==> config.mk <==
export PLATFORM = sky130hd
export DESIGN_NAME = micro_ucr_miner_ctrl
export DESIGN_NICKNAME = d
export VERILOG_FILES = /design/src/rtl/micro_ucr_pkg.sv /design/src/rtl/micro_ucr_target_cmp.sv /design/src/rtl/micro_ucr_miner_ctrl.sv
export SDC_FILE = /design/constraint.sdc
export NUM_CORES = 1
export LEC_CHECK = 0
export ABC_AREA = 1
export BUFFER_PORTS_ARGS = -buffer_cell sky130_fd_sc_hd__clkbuf_2
export CORE_MARGIN = 2
export CORE_UTILIZATION = 50
export CTS_CLUSTER_SIZE = 20
export DETAILED_ROUTE_END_ITERATION = 12
export GPL_ROUTABILITY_DRIVEN = 0
export PLACE_DENSITY = 0.8
export SYNTH_ARGS = -nofsm -noshare
export SYNTH_HDL_FRONTEND = slang
export SYNTH_SLANG_ARGS = --single-unit
==> constraint.sdc <==
create_clock -name clk -period 9.6 [get_ports clk]
set_input_delay 1.92 -clock clk [delete_from_list [all_inputs] [get_ports clk]]
set_output_delay 1.92 -clock clk [all_outputs]
set_load 0.005 [all_outputs]
==> src/rtl/micro_ucr_pkg.sv <==
// rtl/micro_ucr_pkg.sv - shared types and constants for the micro_ucr miner controller
// Holds the controller state enum, engine round limit, datapath widths and
// the hash engine init vector shared with the surrounding integration.
package micro_ucr_pkg;

    localparam int NONCE_W   = 32;
    localparam int PAYLOAD_W = 96;
    localparam int HASH_W    = 24;
    localparam int BLOCK_W   = PAYLOAD_W + NONCE_W;

    // Engine counts 0..HASH_LAST_ROUND; its result is valid one cycle later.
    localparam logic [5:0] HASH_LAST_ROUND = 6'd34;

    localparam logic [HASH_W-1:0] HASH_INIT = 24'hFE8901;

    typedef enum logic [2:0] {
        ST_IDLE,
        ST_SYNC,
        ST_WAIT,
        ST_CHECK,
        ST_FOUND,
        ST_EXHAUST
    } miner_state_t;

endpackage

==> src/rtl/micro_ucr_target_cmp.sv <==
// rtl/micro_ucr_target_cmp.sv - difficulty comparison of an engine hash against the target
// Ports:
//   hash_H  in   engine hash result
//   target  in   difficulty threshold
//   hit     out  both upper hash bytes are strictly below target (unsigned)
module micro_ucr_target_cmp
    import micro_ucr_pkg::*;
(
    input  logic [HASH_W-1:0] hash_H,
    input  logic [7:0]        target,
    output logic              hit
);

    // The low hash byte does not take part in the difficulty test.
    logic unused_low_byte;
    assign unused_low_byte = ^hash_H[7:0];

    assign hit = (hash_H[23:16] < target) && (hash_H[15:8] < target);

endmodule

==> src/rtl/micro_ucr_miner_ctrl.sv <==
// rtl/micro_ucr_miner_ctrl.sv - nonce search controller driving the micro_ucr hash engine
// Feeds the engine {payload, nonce} blocks, one per 35-cycle engine pass, and
// stops at the first nonce whose hash clears the target or at NONCE_LIMIT.
// Optional feature macro: MINER_STATS_EN adds the saturating 'attempts' output.
// Ports:
//   clk, reset          clock; asynchronous active-high reset
//   start               search request, accepted in IDLE, FOUND or EXHAUST
//   payload, target     header bits and difficulty, latched on accepted start
//   hash_count, hash_H  engine round counter and hash result
//   bloque_out, fin_out block and fin strobe to the engine
//   busy, found, exhausted  search status
//   nonce_out, hash_out winning nonce and hash, valid while found=1
//   attempts            CHECK cycles since last start (MINER_STATS_EN only)
module micro_ucr_miner_ctrl
    import micro_ucr_pkg::*;
#(
    parameter logic [31:0] NONCE_START = 32'h0000_0000,
    parameter logic [31:0] NONCE_LIMIT = 32'hFFFF_FFFF
) (
    input  logic                 clk,
    input  logic                 reset,
    input  logic                 start,
    input  logic [PAYLOAD_W-1:0] payload,
    input  logic [7:0]           target,
    input  logic [5:0]           hash_count,
    input  logic [HASH_W-1:0]    hash_H,
    output logic [BLOCK_W-1:0]   bloque_out,
    output logic                 fin_out,
    output logic                 busy,
    output logic                 found,
    output logic                 exhausted,
    output logic [NONCE_W-1:0]   nonce_out,
    output logic [HASH_W-1:0]    hash_out
`ifdef MINER_STATS_EN
    ,
    output logic [31:0]          attempts
`endif
);

    miner_state_t state;
    logic [7:0]   target_q;
    logic         hit;
    logic         start_accept;

    // The nonce under test lives in the low word of the block register, so
    // the engine always sees exactly what is being checked.
    logic [NONCE_W-1:0] nonce;
    assign nonce = bloque_out[NONCE_W-1:0];

    assign start_accept = start &&
                          ((state == ST_IDLE) || (state == ST_FOUND) || (state == ST_EXHAUST));

    micro_ucr_target_cmp u_cmp (
        .hash_H (hash_H),
        .target (target_q),
        .hit    (hit)
    );

    always_ff @(posedge clk or posedge reset) begin
        if (reset) begin
            state      <= ST_IDLE;
            bloque_out <= '0;
            fin_out    <= 1'b1;
            busy       <= 1'b0;
            found      <= 1'b0;
            exhausted  <= 1'b0;
            nonce_out  <= '0;
            hash_out   <= '0;
            target_q   <= '0;
        end else begin
            case (state)
                ST_IDLE, ST_FOUND, ST_EXHAUST: begin
                    if (start_accept) begin
                        bloque_out <= {payload, NONCE_START};
                        target_q   <= target;
                        found      <= 1'b0;
                        exhausted  <= 1'b0;
                        busy       <= 1'b1;
                        fin_out    <= 1'b0;
                        state      <= ST_SYNC;
                    end
                end
                // Align to the start of an engine pass so the new block is
                // stable when the engine samples it on counts 1 and 2.
                ST_SYNC: begin
                    if (hash_count == 6'd0) begin
                        state <= ST_WAIT;
                    end
                end
                ST_WAIT: begin
                    if (hash_count == HASH_LAST_ROUND) begin
                        state <= ST_CHECK;
                    end
                end
                ST_CHECK: begin
                    if (hit) begin
                        nonce_out <= nonce;
                        hash_out  <= hash_H;
                        found     <= 1'b1;
                        busy      <= 1'b0;
                        fin_out   <= 1'b1;
                        state     <= ST_FOUND;
                    end else if (nonce == NONCE_LIMIT) begin
                        exhausted <= 1'b1;
                        busy      <= 1'b0;
                        fin_out   <= 1'b1;
                        state     <= ST_EXHAUST;
                    end else begin
                        // The engine wraps to count 0 during CHECK, so going
                        // straight back to WAIT keeps the 35-cycle cadence.
                        bloque_out[NONCE_W-1:0] <= nonce + 32'd1;
                        state                   <= ST_WAIT;
                    end
                end
                default: begin
                    busy    <= 1'b0;
                    fin_out <= 1'b1;
                    state   <= ST_IDLE;
                end
            endcase
        end
    end

`ifdef MINER_STATS_EN
    always_ff @(posedge clk or posedge reset) begin
        if (reset) begin
            attempts <= '0;
        end else if (start_accept) begin
            attempts <= '0;
        end else if ((state == ST_CHECK) && (attempts != 32'hFFFF_FFFF)) begin
            attempts <= attempts + 32'd1;
        end
    end
`endif

endmodule

==> impl_metrics.ini <==
[hold_path]
worstHoldStart = bloque_out[76]$_DFFE_PP0P_
hp-class = reg -> reg

[grt]
grtUsageTotal_pct = 26.5
grt_antenna_before_repair = 1
grt_max_degree = 131
grt_pass1_vias = 8051
grt_pass1_wl_um = 40700
overflow = 0

[clock_tree]
cts_buffers = 17
postCtsSetupRepairBufs = 0
cts.sinks = 199
ctsHoldBuffers = 0
cts_resized = 0
cts_root_buf = clkbuf_16
htree_num_levels = 4
cts_tree = done
clkLatencyLatePin_ps = 440
cts_buffer_depth = 2
clkSlewWorstSetupHoldPaths_ps = 70

[sta]
fin_crit_sh_pct = 37.1
fin_crit_ps = 3560
rsz0062_at_grt = no
fin_ws_ps = 6040
tightest_slew_ps = 1090
max_freq_ghz = 0.281
setup_viol = 0
fin_skew_ps = 10.6
slew_headroom_pct = 27.6
final_max_slew_viol_count = 0
setup_tns_ps = 0
hold_viol_final = 0

[synth]
seq_area_frac_synth_pct = 55.0
synth_top_area_share_pct = 54.8
postSynthCellCount = 1121
synthArstFlopShare_pct = 100
ys.flop_type = dfrtp_1
synth_warnings = 0
synth_top_cells_by_count = nand2_1 (531), dfrtp_1 (198), inv_1 (88), o21ai_0 (57), nor2_1 (56)
yosys.area.top_type = dfrtp_1
synth_most_common_cell = nand2_1
syn_nets = 1273
yosys-top-cells-area = dfrtp_1 (55%), nand2_1 (22%), inv_1 (3.7%)
syn_area_per_cell_um2 = 8.07
synth_cell_types = 25
ys_seq_elements = 199
synth_edf_count = 0
syn_area_mm2 = 0.00905

[detailed_routing]
wirelength_um = 24700
num_vias = 8123
ant_nets = 0
drc = 0
drtPass1Iterations = 6
drt_iter0_markers = 462
avgViaCountPerCell = 4.87
wl_per_cell_um = 14.8

[critical_path]
cpMaxStageDelayCell = buf_4
critical_path.top_delay_family = buffers and inverters
slowest_delay_ps = 730
critPathBufInv = 3
critPathLaunch = hash_H[15]
worstSetupStartpointType = primary input
worstPathRequired_ps = 9870
crit_chain = clkbuf_2, ha_1, nand2_1, inv_1, nand3_1, o21ai_1, nor2_2, nand4_4, buf_4, o21ai_0
r2r_start = bloque_out[0]$_DFFE_PP0P_
cp_max_fo = 113
cp.arrival_ps = 3830
path_class = in -> reg
end_kind = flop

[place]
pre_cts_ws_ps = 5630
placed_area_mm2 = 0.0108
detailed_place_hpwl_um = 18200
port_buffers = 324

[finish]
nets = 1577
syn_to_final_growth_pct = 25.9
final_util_pct = 63.8
finalInstanceArea_mm2 = 0.0114
drive_gt1_share_pct = 28.2
fillerInstances = 1525

[pwr]
power_per_cell_area_mw_per_mm2 = 267
power.total_uw = 3040
p_leak_uw = 0.00622
ir_worst_vdd_mv = 0.182

[outcome]
status = completed

[floorplan]
coreArea_mm2 = 0.0178
die_h_um = 139
die-width_um = 139
ios = 325
initial_core_util_pct = 50.7
rows = 49
fp.dieArea_mm2 = 0.0192

[run]
drv_cap = 0
-- per-stage QoR --
step / hold slack [ps] / std cells
2_1_floorplan: 449 / 1121
3_3_place_gp: 453 / 1635
3_5_place_dp: 457 / 1635
4_1_cts: 475 / 1667
5_1_grt: 495 / 1668
6_report: 473 / 1668
-- path summary, 6_finish.rpt --
check | slack [ps] | endpoint | cells after the start
min reg2reg | 470 | bloque_out[76]$_DFFE_PP0P_ | 2
min | 470 | bloque_out[76]$_DFFE_PP0P_ | 2
max reg2reg | 7020 | bloque_out[4]$_DFFE_PP0P_ | 11
min in group asynchronous | 1630 | bloque_out[22]$_DFFE_PP0P_ | 2
max in group asynchronous | 6570 | hash_out[2]$_DFFE_PP0P_ | 3
max | 6040 | nonce_out[24]$_DFFE_PP0P_ | 10
-- worst min-delay path, cell delays in order (launching register included) --
cell and delay [ps]:
dfrtp_1 340, nand2_1 50, nand2_1 50
-- report_power, final --
part | internal [uW] | switching [uW]
sequential | 1110 | 156
combinational | 380 | 651
clock | 397 | 347
total | 1890 | 1150
-- cell usage in the layout (no fill, tap or decap), types with 2 or more instances in the layout --
cell type / synthesis / final
a21oi_1: 8 / 8
buf_4: 1 / 5
bufinv_16: 0 / 2
clkbuf_16: 0 / 17
clkbuf_2: 0 / 324
clkinv_8: 0 / 2
dfrtp_1: 198 / 198
ha_1: 15 / 15
inv_1: 88 / 87
inv_2: 3 / 3
inv_6: 0 / 7
inv_8: 0 / 2
nand2_1: 531 / 531
nand2_2: 3 / 3
nand3_1: 52 / 52
nand4_1: 3 / 3
nor2_1: 56 / 56
nor2_2: 5 / 4
nor2_4: 3 / 4
o21ai_0: 57 / 57
o21ai_1: 20 / 20
o21ai_2: 28 / 28
xor2_1: 2 / 2
-- cell type report --
class | instances | area, um2 | area share (%)
antenna | 1 | 2.50 | 0.0220
clock buffer | 18 | 429 | 3.77
clock inverter | 14 | 181 | 1.59
inverter | 91 | 349 | 3.06
multi-input combinational | 787 | 3500 | 30.7
sequential | 199 | 4980 | 43.7
tap | 229 | 287 | 2.52
timing repair buffer | 329 | 1660 | 14.6
-- per-layer routing --
metal	vias to the layer above	GRT usage, %	part of all wire [%]
met1	3719	32.1	41
met2	288	45.6	49
met4	0	9.88	3.4
li1	4064	-	-
met3	52	6.93	6.5
met5	-	0	0
-- sequential cells by signal, summed over array words and instances (netlist names) --
signal and flops:
state 3, bloque_out 128, fin_out 1, busy 1
found 1, exhausted 1, target_q 8, nonce_out 32
hash_out 24
-- cell families after synthesis --
family,synth area share [%]
compound gates,7.49
buf+inv,6.42
fa+ha+maj,2.07
simple gates,28.8
flops,55.0
xor+xnor,0.194
Note: power is estimated with default switching activity, not from simulation.
